[config.mk]
export PLATFORM = sky130hd
export DESIGN_NAME = systolic_ctrl
export DESIGN_NICKNAME = d
export VERILOG_FILES = /design/src/rtl/systolic_pkg.sv /design/src/rtl/systolic_skew_feeder.sv /design/src/rtl/systolic_ctrl.sv
export SDC_FILE = /design/constraint.sdc
export NUM_CORES = 1
export LEC_CHECK = 0
export ABC_AREA = 1
export CAP_MARGIN = 40
export CORE_AREA = 2 2 374 376
export CTS_BUF_LIST = sky130_fd_sc_hd__clkbuf_8
export DETAILED_ROUTE_END_ITERATION = 10
export DIE_AREA = 0 0 376 378
export MAX_ROUTING_LAYER = met4
export PLACE_DENSITY_LB_ADDON = 0.08
export SETUP_SLACK_MARGIN = 0.05
export SLEW_MARGIN = 20
export SYNTH_ARGS = -nofsm -noshare
export SYNTH_HDL_FRONTEND = slang
export SYNTH_HIERARCHICAL = 1
export SYNTH_SLANG_ARGS = --single-unit
[constraint.sdc]
create_clock -name clk -period 4.6 [get_ports clk]
set_input_delay 0.92 -clock clk [delete_from_list [all_inputs] [get_ports clk]]
set_output_delay 0.92 -clock clk [all_outputs]
set_load 0.1 [all_outputs]
[src/rtl/systolic_pkg.sv]
// Shared definitions for the systolic MAC grid sequencer.
// Holds the default geometry and widths, the controller state type, and
// small index helpers used to address packed NxN matrices and to size the
// step counter.
package systolic_pkg;

  localparam int unsigned N_DEFAULT         = 3;
  localparam int unsigned DW_DEFAULT        = 16;
  localparam int unsigned AW_DEFAULT        = 32;
  localparam int unsigned DRAIN_CYC_DEFAULT = 6;

  typedef enum logic [2:0] {
    IDLE,
    CLEAR,
    FEED,
    DRAIN,
    DONE
  } ctrl_state_t;

  // Flat element index of (r,c) in a row-major packed NxN matrix.
  function automatic int unsigned elem_off(input int unsigned r,
                                           input int unsigned c,
                                           input int unsigned n);
    return r * n + c;
  endfunction

  // Bits needed for a counter that must reach both the last feed step
  // (2N-2) and the last drain cycle (DRAIN_CYC-1).
  function automatic int unsigned ctr_width(input int unsigned n,
                                            input int unsigned drain);
    int unsigned m;
    m = (2 * n - 1 > drain) ? 2 * n - 1 : drain;
    return (m <= 1) ? 1 : $clog2(m);
  endfunction

endpackage

[src/rtl/systolic_skew_feeder.sv]
// Diagonal skew generator for one side of the systolic grid.
// Ports:
//   mat       in  N*N*DW  latched matrix, element (r,c) at [(r*N+c)*DW +: DW]
//   step      in  TW      feed step t
//   col_major in  1       0: lane k = mat[k][t-k] (rows, west side)
//                         1: lane k = mat[t-k][k] (columns, north side)
//   lanes     out N*DW    lane k at [k*DW +: DW]; zero outside the diagonal
module systolic_skew_feeder
  import systolic_pkg::*;
#(
  parameter int unsigned N  = N_DEFAULT,
  parameter int unsigned DW = DW_DEFAULT,
  parameter int unsigned TW = 3
) (
  input  logic [N*N*DW-1:0] mat,
  input  logic [TW-1:0]     step,
  input  logic              col_major,
  output logic [N*DW-1:0]   lanes
);

  always_comb begin
    lanes = '0;
    for (int unsigned k = 0; k < N; k++) begin
      if (32'(step) >= k && 32'(step) - k < N) begin
        if (col_major)
          lanes[k*DW +: DW] = mat[elem_off(32'(step) - k, k, N)*DW +: DW];
        else
          lanes[k*DW +: DW] = mat[elem_off(k, 32'(step) - k, N)*DW +: DW];
      end
    end
  end

endmodule

[src/rtl/systolic_ctrl.sv]
// Sequencer for an NxN output-stationary systolic MAC grid.
// Accepts an operand pair over in_valid/in_ready, clears the PE accumulators
// for one cycle, streams skewed A rows (west) and B columns (north) for 2N-1
// steps, waits DRAIN_CYC cycles for the grid to settle, then captures the
// accumulators and holds them on out_valid/out_ready.
// Ports:
//   clk, rst            clock (rising edge), async active-low reset
//   in_valid/in_ready   job handshake; a_mat/b_mat latched on accept
//   west_feed/north_feed registered lane inputs to the grid
//   pe_clear            accumulator clear, high only in CLEAR
//   res_in              grid accumulator outputs
//   out_valid/out_ready result handshake; res_out holds the captured grid
//   busy                high whenever not IDLE
module systolic_ctrl
  import systolic_pkg::*;
#(
  parameter int unsigned N         = N_DEFAULT,
  parameter int unsigned DW        = DW_DEFAULT,
  parameter int unsigned AW        = AW_DEFAULT,
  parameter int unsigned DRAIN_CYC = DRAIN_CYC_DEFAULT
) (
  input  logic              clk,
  input  logic              rst,
  input  logic              in_valid,
  output logic              in_ready,
  input  logic [N*N*DW-1:0] a_mat,
  input  logic [N*N*DW-1:0] b_mat,
  output logic [N*DW-1:0]   west_feed,
  output logic [N*DW-1:0]   north_feed,
  output logic              pe_clear,
  input  logic [N*N*AW-1:0] res_in,
  output logic              out_valid,
  input  logic              out_ready,
  output logic [N*N*AW-1:0] res_out,
  output logic              busy
);

  localparam int unsigned   TW         = ctr_width(N, DRAIN_CYC);
  localparam logic [TW-1:0] FEED_LAST  = TW'(2 * N - 2);
  localparam logic [TW-1:0] DRAIN_LAST = TW'(DRAIN_CYC - 1);

  ctrl_state_t       state, state_next;
  logic [TW-1:0]     t, t_next;
  logic [N*N*DW-1:0] a_lat, b_lat;
  logic [N*DW-1:0]   west_lanes, north_lanes;

  assign in_ready = (state == IDLE);
  assign busy     = (state != IDLE);
  assign pe_clear = (state == CLEAR);

  always_comb begin
    state_next = state;
    t_next     = t;
    unique case (state)
      IDLE: if (in_valid) begin
        state_next = CLEAR;
        t_next     = '0;
      end
      CLEAR: begin
        state_next = FEED;
        t_next     = '0;
      end
      FEED: if (t == FEED_LAST) begin
        state_next = DRAIN;
        t_next     = '0;
      end else begin
        t_next = t + 1'b1;
      end
      DRAIN: if (t == DRAIN_LAST) begin
        state_next = DONE;
        t_next     = '0;
      end else begin
        t_next = t + 1'b1;
      end
      DONE: if (out_ready) begin
        state_next = IDLE;
        t_next     = '0;
      end
      default: begin
        state_next = IDLE;
        t_next     = '0;
      end
    endcase
  end

  // Feeders look at the upcoming step so the registered lanes carry the
  // step-t values for the entire cycle in which the FSM sits at step t.
  systolic_skew_feeder #(.N(N), .DW(DW), .TW(TW)) u_west (
    .mat       (a_lat),
    .step      (t_next),
    .col_major (1'b0),
    .lanes     (west_lanes)
  );

  systolic_skew_feeder #(.N(N), .DW(DW), .TW(TW)) u_north (
    .mat       (b_lat),
    .step      (t_next),
    .col_major (1'b1),
    .lanes     (north_lanes)
  );

  always_ff @(posedge clk or negedge rst) begin
    if (!rst) begin
      state      <= IDLE;
      t          <= '0;
      a_lat      <= '0;
      b_lat      <= '0;
      west_feed  <= '0;
      north_feed <= '0;
      out_valid  <= 1'b0;
      res_out    <= '0;
    end else begin
      state <= state_next;
      t     <= t_next;
      if (state == IDLE && in_valid) begin
        a_lat <= a_mat;
        b_lat <= b_mat;
      end
      west_feed  <= (state_next == FEED) ? west_lanes  : '0;
      north_feed <= (state_next == FEED) ? north_lanes : '0;
      if (state == DRAIN && t == DRAIN_LAST)
        res_out <= res_in;
      out_valid <= (state_next == DONE);
    end
  end

endmodule

# Yosys cells after proc, flatten, opt, wreduce, memory -nomap -nowiden

Cells that the tools add are included.

Add/subtract/negate cells: 7
Multipliers: 3
Divide/modulo/power cells: 0
$lt $le $gt $ge: 5
Eq/ne operators: 8
Shift-type cells: 6
Muxes and demuxes: 18
Bitwise logic cells: 0
Reductions and logical operators: 6

Operators by type and width:

| kind                  | number |
|---|---|
| $shiftx 144x33->16    | 5 |
| $shiftx 144x8->16     | 1 |
| $mux 16               | 6 |
| $mux 48               | 2 |
| $lt 32x2->1 const B   | 2 |
| $mul 32x2->28 const B | 2 |
| $add 2x28->28 const A | 1 |
| $add 28x1->28 const B | 1 |
| $add 28x2->28 const B | 1 |
| $add 3x28->28 const A | 1 |
| $mux 3                | 8 |
| $pmux 3 s5            | 1 |
| $eq 3x3->1 const B    | 4 |
| $pmux 3 s4            | 1 |
| $eq 3x2->1 const B    | 3 |
| $mul 3x2->5 const B   | 1 |
| $logic_and 1x1->1     | 4 |
| $sub 3x1->4 const B   | 1 |
| $sub 3x2->4 const B   | 1 |
| $add 3x1->3 const B   | 1 |
| $eq 3x1->1 const B    | 1 |
| $ge 3x1->1 const B    | 1 |
| $ge 3x2->1 const B    | 1 |
| $logic_not 3->1       | 1 |
| other kinds (2)       | 2 |

Flip-flop bits (word level): 679
Latch bits: 0
RAM bits: 0
Bits in read-only memories: 0
Bits of input ports: 580
Output and inout bits: 388
Word-level logic and storage cells: 61
Memories: 0

# Longest topological paths before layout

Word-level depth: 9
Depth in mapped cells: 26
Mapped depth without buffers: 23

# Cells and area by module

The synthesis kept the hierarchy.

Modules (own cells, without submodules):

| module                          | instances | cells each | area an instance (um2) | sequential area each (um2) |
|---|---|---|---|---|
| systolic_ctrl                   | 1         | 2790       | 25853.5                | 16991.3 |
| systolic_skew_feeder at u_west  | 1         | 835        | 3981.3                 | 0.0 |
| systolic_skew_feeder at u_north | 1         | 833        | 3923.8                 | 0.0 |

# Worst setup path before layout

Ideal clock, no wire load.

Path type: register to register
Start: reg state[0]
End: reg north_feed[17]
Library setup time: 0.071 ns
Data arrival time: 4.294 ns
Data required time: 4.529 ns
Path slack: 0.235 ns
Stages on the path, launching flop included: 24
Path buffers: 2
Clock period less this slack: 4.365 ns
Cells stage by stage: dfrtp_1 > nor2_1 > nand2_1 > o21ai_0 > nand2_1 > nand2_1 > inv_2 > clkbuf_1 > ha_1 > ha_1 > inv_1 > ha_1 > inv_1 > nand2_1 > nand2_1 > nand2_1 > nand2_1 > buf_1 > nand3_1 > nand2_1 > nand2_1 > nor2_1 > inv_1 > nor2_1

Longest elaborated chain between the ends: 8
Elaborated cells on any way between the ends: 21
Classes of those cells: 2 x add/sub; 1 x mul; 2 x order compare; 5 x eq/ne; 1 x shift; 8 x mux; 2 x reduce/logical

RTL lines:

| item                               | RTL line                   | source |
|---|---|---|
| from (decl)                        | systolic_ctrl.sv:42        | `ctrl_state_t state, state_next;` |
| from (signal assigned)             | systolic_ctrl.sv:113       | `state <= state_next;` |
| $eq 3x3->1 (tied with other cells) | systolic_ctrl.sv:54        | `unique case (state)` |
| $pmux 3 s4 *                       | systolic_ctrl.sv:54        |  |
| via t_next[1]                      | systolic_ctrl.sv:43        | `logic [TW-1:0] t, t_next;` |
| $sub 3x1->4                        | -                          |  |
| $mul 32x2->28                      | -                          |  |
| $add 28x1->28                      | -                          |  |
| $shiftx 144x33->16                 | systolic_skew_feeder.sv:26 | `lanes[k*DW +: DW] = mat[elem_off(32'(step) - k, k, N)*DW +: DW];` |
| $mux 16 *                          | systolic_skew_feeder.sv:24 | `if (32'(step) >= k && 32'(step) - k < N) begin` |
| via north_lanes[17]                | systolic_ctrl.sv:45        | `logic [N*DW-1:0] west_lanes, north_lanes;` |
| $mux 48 *                          | systolic_ctrl.sv:120       | `north_feed <= (state_next == FEED) ? north_lanes : '0;` |
| to (signal assigned)               | systolic_ctrl.sv:120       |  |
| to (decl)                          | systolic_ctrl.sv:29        | `output logic [N*DW-1:0] north_feed,` |

The timed path passes the listed nets; every way through them passes the cells marked *.
A chain may end at the register's enable or synchronous reset.

# Worst setup path after layout

Start: reg state[0]
End: reg north_feed[18]

Same word-level chain as after synthesis.

==> results.yml <==
sta:
  max_slew_margin_pct: 36.5
  setup_tns_ns: 0
  final.setup_skew_ns: 0.0531
  finalSetupViolations: 0
  fmax_ghz: 0.252
  period_share_pct: 86.2
  drv_slew: 0
  finalHoldViolCount: 0
  worst_slew_pin_slew_ns: 0.943
  rsz0062_at_grt: "false"
  fin_crit_ns: 3.97
routing:
  drtPass1Iterations: 6
  wire_per_inst_um: 21.6
  postRouteAntennaNets: 0
  routed_wirelength_mm: 166
  routed_via_density: 4.34
  drcViolationCount: 0
  vias: 33400
  detailedRoute.firstIterationViolations: 2283
global_routing:
  grt_use_met1_pct: 28.8
  antenna_found_initial: 57
  grtUsageTotal_pct: 23.6
  grt_overflow_total: 0
  grt.met2_usage_pct: 37.1
  grt_most_used_layer: "met2"
  grt_pass1_vias: 33500
  grt_pass1_wl_mm: 237
  met3_usage_pct: 6.30
  grt_max_degree: 202
worst_setup_path:
  r2r-end: "north_feed[18]$_DFF_PN0_"
  required_ns: 5.33
  cp-end-kind: "flop"
  worstPathArrival_ns: 4.69
  r2r_slack_ns: 0.63
  startpoint_type: "flop"
  crit_path_max_fanout: 32
  crit_type: "flop to flop"
  r2r-start: "state[0]$_DFF_PN0_"
  ff2ff_path_depth: 22
finish:
  nets: 6359
  layout-drive-gt1-share_pct: 12.2
  final_cells: 7697
  multiInputGateArea_mm2: 0.0120
  seq_area_mm2: 0.0170
  areaGrowthSynthToFinish_pct: 66.9
  fillers: 13900
synthesis:
  synthCells: 4458
  synth_nets: 5071
  synth_area_leaders: "dfrtp_1 (50%), nand2_1 (13%), inv_1 (10%), o21ai_0 (9.8%), nand3_1 (4.0%)"
  synthFlopType: "dfrtp_1"
  synth.distinct_cells: 40
  synthMuxAreaShare_pct: 0
  synth_top_cell_by_area: "dfrtp_1"
  synth_xor_area_share_pct: 0.0778
  synth_edf_count: 0
  ys_ff_latch: 679
  synth.top_cell.area_share_pct: 50.3
  synth_top_family_by_area: "simple AND/OR/NAND/NOR gates"
  syn-cell-area_mm2: 0.0338
  synth_warnings: 6
  synth-simple-area-share_pct: 21.1
  synthAdderAreaFrac_pct: 1.22
  synthTopCellsByCount: "nand2_1 (1176), inv_1 (913), dfrtp_1 (679), o21ai_0 (660), nand3_1 (272)"
  async_flop_share_pct: 100
  yosysMostFrequentCell: "nand2_1"
  synth_compound_area_share_pct: 12.9
  syn_area_per_cell_um2: 7.57
  ys_seq_area_share_pct: 50.3
die:
  rows: 137
  core_area_mm2: 0.139
  ios: 968
  die_area_mm2: 0.142
  start_util_pct: 24.4
  die_width_um: 376
  die_h_um: 378
placed_design:
  place.port_buffers: 967
  hpwlAfterDp_mm: 130
  place_inst: 7404
  gp_congestion: 0.872
status:
  outcome: "complete, no violations"
job:
  cap_violations: 0
clock_network:
  clock_path_buffers: 3
  cts-root-buf: "clkbuf_8"
  numCtsBuffers: 142
  cts_max_level: 4
  insertion_delay_ns: 0.84
  clkTransAtPathRegs_ns: 0.06
  cts_sinks: 679
  cts_tree: "built"
min_path:
  hold_class: "input pin to async pin"
==> worst max-delay path, cell delays in order, from the launching register on <==
cell and delay [ns]:
dfrtp_1 0.41, nor2_1 0.32, nand2_1 0.32, o21ai_1 0.33
nand2_1 0.09, nand2_1 0.12, inv_2 0.08, ha_1 0.21
ha_1 0.32, inv_1 0.09, ha_1 0.33, inv_1 0.06
nand2_1 0.06, nand2_1 0.07, nand2_1 0.04, nand2_1 0.05
buf_4 0.33, nand3_1 0.19, nand2_1 0.13, nor2_1 0.05
nor2_1 0.11, inv_1 0.05, nor2_1 0.10
==> sequential cells by signal, summed over array words and instances (netlist names) <==
signal / count
north_feed: 48
t: 3
res_out: 288
state: 3
b_lat: 144
west_feed: 48
a_lat: 144
out_valid: 1
==> routing by layer <==
metal / routed length, um / vias up / part of all wire [%]
met1: 70800 / 15700 / 43
met2: 77900 / 1108 / 47
met5: 0 / - / 0
met3: 10900 / 277 / 6.6
li1: - / 16300 / -
met4: 6320 / 0 / 3.8
==> cells in the final DEF, fill, tap and decap left out, types with 4 or more instances in the layout <==
master and count:
clkbuf_8 184, buf_12 16, ha_1 33, nor3_1 32, clkinv_2 8, clkdlybuf4s50_1 926
nor2_2 4, nand2_4 5, inv_4 4, buf_4 101, o211ai_1 4, o21ai_0 659
dfrtp_1 679, inv_2 5, diode_2 42, a21oi_1 44, nand3_1 270, a211oi_1 26
nand4_1 34, nand2_1 1175, inv_6 5, buf_8 107, buf_2 7, buf_16 243
inv_1 956, o21ai_1 43, o221ai_1 30, nor2_1 212
==> cell families (layout without fill, tap and decap cells) <==
logic type / Yosys count / after routing
compound gates: 820 / 820
xor+xnor: 3 / 3
fa+ha+maj: 33 / 33
buf+inv: 1179 / 2569
flops: 679 / 679
other cells: 2 / 44
simple gates: 1742 / 1742
==> layout make-up <==
cell class	instances	share of cell area (%)
inverter	922	6.17
sequential	679	30.2
antenna	42	0.187
multi-input combinational	2600	21.2
clock inverter	62	0.595
tap	1807	4.01
clock buffer	184	4.49
timing repair buffer	1401	33.2
==> how the worst max path moves through the flow <==
stage,end,slack (ns),depth (start not counted),startpoint
after CTS,north_feed[43]$_DFF_PN0_,0.35,19,state[0]$_DFF_PN0_
after global placement,north_feed[46]$_DFF_PN0_,0.07,18,in_valid
after detailed placement,north_feed[43]$_DFF_PN0_,0.08,18,in_valid
after global routing,north_feed[23]$_DFF_PN0_,0.17,22,state[0]$_DFF_PN0_
after floorplan,north_feed[17]$_DFF_PN0_,0.24,23,state[0]$_DFF_PN0_
final,north_feed[18]$_DFF_PN0_,0.63,22,state[0]$_DFF_PN0_
==> through the flow <==
stage / instance area, um2 / util [%] / setup WS, ns / hold WS, ns
6_report: 56300 / 40.7 / 0.634 / 0.151
4_1_cts: 56200 / 40.6 / 0.352 / 0.103
3_5_place_dp: 53300 / 38.5 / 0.0775 / 0.472
5_1_grt: 56300 / 40.7 / 0.165 / 0.134
2_1_floorplan: 33800 / - / 0.235 / 0.453
3_3_place_gp: 45100 / 32.5 / 0.0671 / 0.465
==> what timing repair did <==
| item | in CTS | in global routing |
|---|---|---|
| setup endpoints to repair | 0 | 5 |
| setup buffers | 0 | 0 |
| hold buffers | 0 | 0 |
| resized for setup | 0 | 2 |
Power is not shown: default switching activity piles up to over one toggle a cycle in this logic, so the estimate is an artifact.
